[config.mk]
export PLATFORM = sky130hd
export DESIGN_NAME = team_12_wb_csr
export DESIGN_NICKNAME = d
export VERILOG_FILES = /design/src/rtl/team_12_pkg.sv /design/src/rtl/team_12_sync_fifo.sv /design/src/rtl/team_12_wb_csr.sv
export SDC_FILE = /design/constraint.sdc
export NUM_CORES = 1
export LEC_CHECK = 0
export ABC_AREA = 0
export BUFFER_PORTS_ARGS = -buffer_cell sky130_fd_sc_hd__buf_2
export CAP_MARGIN = 30
export CORE_MARGIN = 2
export CORE_UTILIZATION = 47
export CTS_CLUSTER_DIAMETER = 30
export DETAILED_ROUTE_END_ITERATION = 12
export GPL_ROUTABILITY_DRIVEN = 0
export PLACE_DENSITY = 0.73
export REMOVE_ABC_BUFFERS = 1
export SLEW_MARGIN = 40
export SYNTH_ARGS = -nofsm -noshare
export SYNTH_HDL_FRONTEND = slang
export SYNTH_SLANG_ARGS = --single-unit
[constraint.sdc]
create_clock -name clk_i -period 2.39 [get_ports clk_i]
set_input_delay 0.239 -clock clk_i [delete_from_list [all_inputs] [get_ports clk_i]]
set_output_delay 0.239 -clock clk_i [all_outputs]
set_load 0.03 [all_outputs]
[src/rtl/team_12_pkg.sv]
// Shared CSR map, interrupt bit positions and control-field layout for the
// team_12 Wishbone register block.
package team_12_pkg;

  // Byte offsets from the block base. Decode uses bits [7:2].
  localparam logic [7:0] CTRL_OFF     = 8'h00;
  localparam logic [7:0] STATUS_OFF   = 8'h04;
  localparam logic [7:0] TX_DATA_OFF  = 8'h08;
  localparam logic [7:0] RX_DATA_OFF  = 8'h0C;
  localparam logic [7:0] IRQ_EN_OFF   = 8'h10;
  localparam logic [7:0] IRQ_STAT_OFF = 8'h14;

  // IRQ_STAT / IRQ_EN bit positions
  localparam int IRQ_TX_DRAINED = 0;
  localparam int IRQ_RX_AVAIL   = 1;
  localparam int IRQ_TX_OVF     = 2;
  localparam int IRQ_RX_OVF     = 3;

  // CTRL bit positions within byte 0
  localparam int CTRL_EN_BIT    = 0;
  localparam int CTRL_FLUSH_BIT = 1;

  // Stored CTRL fields; FLUSH is a strobe and is never stored
  typedef struct packed {
    logic [7:0] cfg;
    logic       en;
  } ctrl_t;

  typedef enum logic {
    ST_IDLE = 1'b0,
    ST_ACK  = 1'b1
  } ack_state_e;

  // CTRL as seen on a bus read: cfg in [15:8], enable in [0], FLUSH reads 0
  function automatic logic [31:0] ctrl_word(ctrl_t c);
    return {16'h0000, c.cfg, 7'h00, c.en};
  endfunction

endpackage

[src/rtl/team_12_sync_fifo.sv]
// Single-clock FIFO. Full is judged before any same-cycle pop, so a push
// into a full FIFO is refused even while the head is leaving.
module team_12_sync_fifo #(
  parameter int WIDTH = 32,
  parameter int DEPTH = 4,
  localparam int AW = (DEPTH > 1) ? $clog2(DEPTH) : 1,
  localparam int CW = $clog2(DEPTH + 1)
) (
  input  logic             clk_i,
  input  logic             nrst,
  input  logic             flush,
  input  logic             push,
  input  logic [WIDTH-1:0] wdata,
  input  logic             pop,
  output logic [WIDTH-1:0] rdata,
  output logic             full,
  output logic             empty,
  output logic [CW-1:0]    count
);

  logic [WIDTH-1:0] mem [DEPTH];
  logic [AW-1:0]    wr_ptr, rd_ptr;
  logic             do_push, do_pop;

  assign full    = (count == CW'(DEPTH));
  assign empty   = (count == '0);
  assign do_push = push & ~full;
  assign do_pop  = pop & ~empty;
  // Head reads 0 when empty so stale storage never leaks to the core
  assign rdata   = empty ? '0 : mem[rd_ptr];

  // Storage needs no reset: an entry is only observable after it is pushed
  always_ff @(posedge clk_i) begin
    if (do_push) mem[wr_ptr] <= wdata;
  end

  // Pointers wrap naturally because DEPTH is a power of two
  always_ff @(posedge clk_i or negedge nrst) begin
    if (!nrst) begin
      wr_ptr <= '0;
      rd_ptr <= '0;
      count  <= '0;
    end else if (flush) begin
      wr_ptr <= '0;
      rd_ptr <= '0;
      count  <= '0;
    end else begin
      if (do_push) wr_ptr <= wr_ptr + AW'(1);
      if (do_pop)  rd_ptr <= rd_ptr + AW'(1);
      case ({do_push, do_pop})
        2'b10:   count <= count + CW'(1);
        2'b01:   count <= count - CW'(1);
        default: ;
      endcase
    end
  end

endmodule

[src/rtl/team_12_wb_csr.sv]
// Wishbone classic CSR slave: decodes the register map, feeds host words to
// the core through a TX FIFO, holds one core result word and raises a
// maskable interrupt. Every access is acked exactly one cycle after accept.
module team_12_wb_csr
  import team_12_pkg::*;
#(
  parameter logic [31:0] BASE_ADDR  = 32'h3000_0000,
  parameter int          FIFO_DEPTH = 4
) (
  input  logic        clk_i,
  input  logic        nrst,
  input  logic        cyc_i,
  input  logic        stb_i,
  input  logic        we_i,
  input  logic [31:0] adr_i,
  input  logic [31:0] dat_i,
  input  logic [3:0]  sel_i,
  output logic [31:0] dat_o,
  output logic        ack_o,
  output logic [31:0] tx_data,
  output logic        tx_valid,
  input  logic        tx_ready,
  input  logic [31:0] rx_data,
  input  logic        rx_valid,
  output logic        core_en,
  output logic [7:0]  core_cfg,
  output logic        irq
);

  localparam int CW = $clog2(FIFO_DEPTH + 1);

  ack_state_e    state, state_nxt;
  ctrl_t         ctrl;
  logic          rx_full;
  logic [31:0]   rx_hold;
  logic [3:0]    irq_en, irq_stat, irq_set, w1c_mask;
  logic          accept, hit, wr, rd;
  logic [5:0]    woff;
  logic          at_ctrl, at_tx, at_rx, at_ien, at_ist;
  logic          flush, tx_push, tx_pop, tx_full, tx_empty, drained, rx_rd;
  logic [CW-1:0] tx_count;
  logic [31:0]   rd_data;
  logic          unused_adr;

  assign unused_adr = ^adr_i[1:0];

  // Decode; side effects are gated by accept so they commit on the ack edge
  assign accept  = cyc_i & stb_i & (state == ST_IDLE);
  assign hit     = (adr_i[31:8] == BASE_ADDR[31:8]);
  assign woff    = adr_i[7:2];
  assign wr      = accept & we_i & hit;
  assign rd      = accept & ~we_i & hit;
  assign at_ctrl = (woff == CTRL_OFF[7:2]);
  assign at_tx   = (woff == TX_DATA_OFF[7:2]);
  assign at_rx   = (woff == RX_DATA_OFF[7:2]);
  assign at_ien  = (woff == IRQ_EN_OFF[7:2]);
  assign at_ist  = (woff == IRQ_STAT_OFF[7:2]);

  assign flush    = wr & at_ctrl & sel_i[0] & dat_i[CTRL_FLUSH_BIT];
  assign tx_push  = wr & at_tx & (sel_i == 4'hF);
  assign tx_valid = ~tx_empty;
  assign tx_pop   = tx_valid & tx_ready;
  assign rx_rd    = rd & at_rx;
  assign w1c_mask = (wr & at_ist) ? dat_i[3:0] : 4'h0;
  // Last word leaving with nothing arriving; a flush never counts as a drain
  assign drained  = tx_pop & (tx_count == CW'(1)) & ~tx_push & ~flush;

  assign ack_o    = (state == ST_ACK);
  assign core_en  = ctrl.en;
  assign core_cfg = ctrl.cfg;

  team_12_sync_fifo #(.WIDTH(32), .DEPTH(FIFO_DEPTH)) u_tx_fifo (
    .clk_i (clk_i),
    .nrst  (nrst),
    .flush (flush),
    .push  (tx_push),
    .wdata (dat_i),
    .pop   (tx_pop),
    .rdata (tx_data),
    .full  (tx_full),
    .empty (tx_empty),
    .count (tx_count)
  );

  // Ack state register
  always_ff @(posedge clk_i or negedge nrst) begin
    if (!nrst) state <= ST_IDLE;
    else       state <= state_nxt;
  end

  // Ack next state: one ack cycle per accepted request, then back to idle
  always_comb begin
    state_nxt = state;
    case (state)
      ST_IDLE: if (cyc_i & stb_i) state_nxt = ST_ACK;
      ST_ACK:  state_nxt = ST_IDLE;
      default: state_nxt = ST_IDLE;
    endcase
  end

  // Read mux from pre-edge register values; misses read as 0
  always_comb begin
    rd_data = '0;
    if (hit) begin
      case (woff)
        CTRL_OFF[7:2]:     rd_data = ctrl_word(ctrl);
        STATUS_OFF[7:2]:   rd_data = {23'h0, 5'(tx_count), 1'b0, rx_full, tx_empty, tx_full};
        RX_DATA_OFF[7:2]:  rd_data = rx_full ? rx_hold : 32'h0;
        IRQ_EN_OFF[7:2]:   rd_data = {28'h0, irq_en};
        IRQ_STAT_OFF[7:2]: rd_data = {28'h0, irq_stat};
        default:           rd_data = '0;
      endcase
    end
  end

  // Hardware set sources for IRQ_STAT
  always_comb begin
    irq_set                 = '0;
    irq_set[IRQ_TX_DRAINED] = drained;
    irq_set[IRQ_RX_AVAIL]   = rx_valid;
    irq_set[IRQ_TX_OVF]     = tx_push & tx_full;
    irq_set[IRQ_RX_OVF]     = rx_valid & rx_full & ~rx_rd;
  end

  // Registered read data, non-zero only during the ack cycle
  always_ff @(posedge clk_i or negedge nrst) begin
    if (!nrst) dat_o <= '0;
    else       dat_o <= rd ? rd_data : '0;
  end

  // CTRL fields under byte-lane control
  always_ff @(posedge clk_i or negedge nrst) begin
    if (!nrst) begin
      ctrl <= '0;
    end else if (wr & at_ctrl) begin
      if (sel_i[0]) ctrl.en  <= dat_i[CTRL_EN_BIT];
      if (sel_i[1]) ctrl.cfg <= dat_i[15:8];
    end
  end

  // RX holding register; a capture wins over a same-cycle read or flush
  always_ff @(posedge clk_i or negedge nrst) begin
    if (!nrst) begin
      rx_full <= 1'b0;
      rx_hold <= '0;
    end else if (rx_valid) begin
      rx_full <= 1'b1;
      rx_hold <= rx_data;
    end else if (rx_rd | flush) begin
      rx_full <= 1'b0;
    end
  end

  // IRQ enable, status (set wins over W1C) and registered irq line
  always_ff @(posedge clk_i or negedge nrst) begin
    if (!nrst) begin
      irq_en   <= '0;
      irq_stat <= '0;
      irq      <= 1'b0;
    end else begin
      if (wr & at_ien & sel_i[0]) irq_en <= dat_i[3:0];
      irq_stat <= (irq_stat & ~w1c_mask) | irq_set;
      irq      <= |(irq_stat & irq_en);
    end
  end

endmodule

==> results.sh <==
export IMPL_seq_area_frac_synth_pct=69.2
export IMPL_synthDominantCellAreaShare_pct=43.5
export IMPL_clk_latency_ps=510
export IMPL_power_leakage_nw=5.08
export IMPL_antenna_found_initial=0
export IMPL_endpoint_kind="output pin"
export IMPL_relSlewSlack_pct=46.6
export IMPL_setup_viol=0
export IMPL_synthTopCellsByCount="edfxtp_1, dfrtp_1, and2_1"
export IMPL_clkSinkCount=219
export IMPL_rows=50
export IMPL_ant_nets=0
export IMPL_arrival_ps=2100
export IMPL_top_usage_layer="met2"
export IMPL_status="complete, no violations"
export IMPL_worstPathRequired_ps=2150
export IMPL_synth_area_um2=8840
export IMPL_wl_per_cell_um=19.1
export IMPL_fmax_mhz=428
export IMPL_skew_ps=14.8
export IMPL_yosys_area_top_type="edfxtp_1"
export IMPL_cts_buffers=41
export IMPL_maxCapViolCount=0
export IMPL_grt_pass1_wl_um=31900
export IMPL_grt_max_degree=52
export IMPL_initial_core_util_pct=47.6
export IMPL_met1_usage_pct=24.0
export IMPL_start_kind="register"
export IMPL_portBuffers=180
export IMPL_async_reset_ff_share_pct=41.6
export IMPL_final_util_pct=65.8
export IMPL_die_w_um=141
export IMPL_fillers=1267
export IMPL_synth_cell_types=50
export IMPL_synth_seq_cells=219
export IMPL_met2_usage_pct=36.4
export IMPL_total_power_w=0.0130
export IMPL_coreArea_um2=18600
export IMPL_path_class="register to output pin"
export IMPL_dp_cells=927
export IMPL_vdd_ir_drop_worst_mv=0.747
export IMPL_cts_htree_levels=2
export IMPL_grt_use_total_pct=20.6
export IMPL_ys_top_cells_by_area="edfxtp_1, dfrtp_1, mux4_2"
export IMPL_clock_path_buffers=3
export IMPL_routed_wl_um=20400
export IMPL_drt_iter0_drc=254
export IMPL_die_area_um2=19900
export IMPL_fin_cells=1068
export IMPL_nNetsFinal=917
export IMPL_drc=0
export IMPL_holdWs_ps=38.0
export IMPL_ys_flop_type="edfxtp_1"
export IMPL_yosys_warnings=0
export IMPL_cts_tree="built"
export IMPL_slew_violations=0
export IMPL_period_share_pct=97.7
export IMPL_cts_root_buf="clkbuf_16"
export IMPL_design_portCount=183
export IMPL_use_met3_pct=6.28
export IMPL_period_needed_ps=2340
export IMPL_syn_inst=521
export IMPL_ff2ff_setup_slack_ps=220
export IMPL_synth_edf_count=128
export IMPL_cp_max_fo=17
export IMPL_vias=5600
export IMPL_worst_pin_slew_ps=802
export IMPL_first_pass_iters=4
export IMPL_avgSynthCellArea_um2=17.0
export IMPL_clk_pin_slew_ps=50
export IMPL_finalSetupTns_ps=0
export IMPL_gr_total_overflow=0
export IMPL_hold_path_class="primary input to register"
export IMPL_powerDensity_nw_per_um2=1060
export IMPL_grt_pass1_vias=6204
export IMPL_finalHoldViolations=0
export IMPL_synthToLayoutAreaGrowth_pct=38.3
export IMPL_synth_most_common_cell="edfxtp_1"
export IMPL_rsz0062_at_grt="no"
export IMPL_drive_gt1_share_pct=44.1
export IMPL_vias_per_cell=5.24
export IMPL_die_y_um=141
export IMPL_dp_hpwl_um=12600
export IMPL_antennaDiodeCount=0
flip-flops by register name, indices dropped and copies added, names as in the netlist:
| register | count |
|---|---|
| ack_o | 1 |
| core_cfg | 8 |
| core_en | 1 |
| dat_o | 32 |
| irq | 1 |
| irq_en | 4 |
| irq_stat | 4 |
| rx_full | 1 |
| rx_hold | 32 |
| u_tx_fifo.count | 3 |
| u_tx_fifo.mem | 128 |
| u_tx_fifo.rd_ptr | 2 |
| u_tx_fifo.wr_ptr | 2 |
cell usage in the layout (no fill, tap or decap), types with 2 or more instances in the layout:
master / instances
inv_1: 9
mux4_2: 33
buf_12: 7
a22oi_1: 15
edfxtp_1: 128
buf_2: 179
nand4_1: 3
nand2_1: 18
and3_1: 3
dfrtp_1: 89
and2_1: 53
clkinvlp_4: 7
a21oi_1: 2
bufinv_16: 5
mux2i_1: 3
clkbuf_16: 42
a21o_1: 3
mux2_2: 47
nor4_1: 5
nor4_2: 2
clkbuf_1: 4
clkinv_2: 3
and4_1: 3
nand3_1: 4
nor4_4: 4
ha_1: 8
buf_4: 13
nor3_1: 3
clkinv_4: 7
and2_2: 4
nor2_1: 25
xnor2_1: 4
dlygate4sd3_1: 64
inv_6: 6
nand2b_1: 2
path summary, 6_finish.rpt:
path,depth (start not counted),end,from
max in group asynchronous,3,rx_hold[8]$_DFFE_PN0P_,nrst
worst max-delay path,4,tx_data[30],u_tx_fifo.rd_ptr[0]$_DFFE_PN0P_
worst max register to register,8,u_tx_fifo.mem[0][31]$_DFFE_PP_,u_tx_fifo.count[1]$_DFFE_PN0P_
worst min register to register,1,dat_o[25]$_DFF_PN0_,rx_hold[25]$_DFFE_PN0P_
worst min-delay path,1,u_tx_fifo.mem[1][1]$_DFFE_PP_,dat_i[1]
min in group asynchronous,2,rx_hold[31]$_DFFE_PN0P_,nrst
routing by layer:
layer  routed length (um)  vias up
met1                 8110     2777
met4                  389        0
met2                10400      232
li1                     -     2548
met5                    0        -
met3                 1530       43
cell type report:
class                   count  area [um2]  area share, %
well taps                 234         293           2.39
flip-flops and latches    219        6130           50.1
multi-input cells         267        2580           21.1
clock inverters            29         335           2.74
inverters                   9        33.8          0.276
clock buffers              46        1050           8.63
repair buffers            264        1800           14.7
kinds of logic (layout without fill, tap and decap cells):
| family | after synthesis | in the layout | share of synthesized area, % |
|---|---|---|---|
| xor+xnor | 5 | 5 | 0.495 |
| simple gates | 140 | 140 | 10.0 |
| flops | 219 | 219 | 69.2 |
| mux | 83 | 83 | 14.7 |
| buf+inv | 35 | 348 | 1.70 |
| fa+ha+maj | 8 | 8 | 1.13 |
| compound gates | 31 | 31 | 2.69 |
stage by stage:
step                setup WS (ps)  area [um2]
CTS                          45.5       12200
global placement              144       10100
floorplan                    -166        8730
global route                 8.49       12200
finish                       54.8       12200
detailed placement            140       10100
critical path: stages (launching register included):
cell and delay (ps):
dfrtp_2 440, clkbuf_16 250, mux4_2 550, and2_1 180
buf_2 170
power by group:
group          internal, W  switching [W]  total (W)
Combinational      0.00131        0.00166    0.00297
Clock              0.00376        0.00195    0.00571
Sequential         0.00413       0.000164    0.00430
what timing repair did:
item | 4_1_cts | 5_1_grt
cloned | 0 | 1
setup buffers | 0 | 1
hold buffers | 64 | 0
resized for setup | 5 | 1
endpoints found under the setup margin | 32 | 4
hold endpoints to repair | 195 | 0
(Power assumes the default switching activity.)
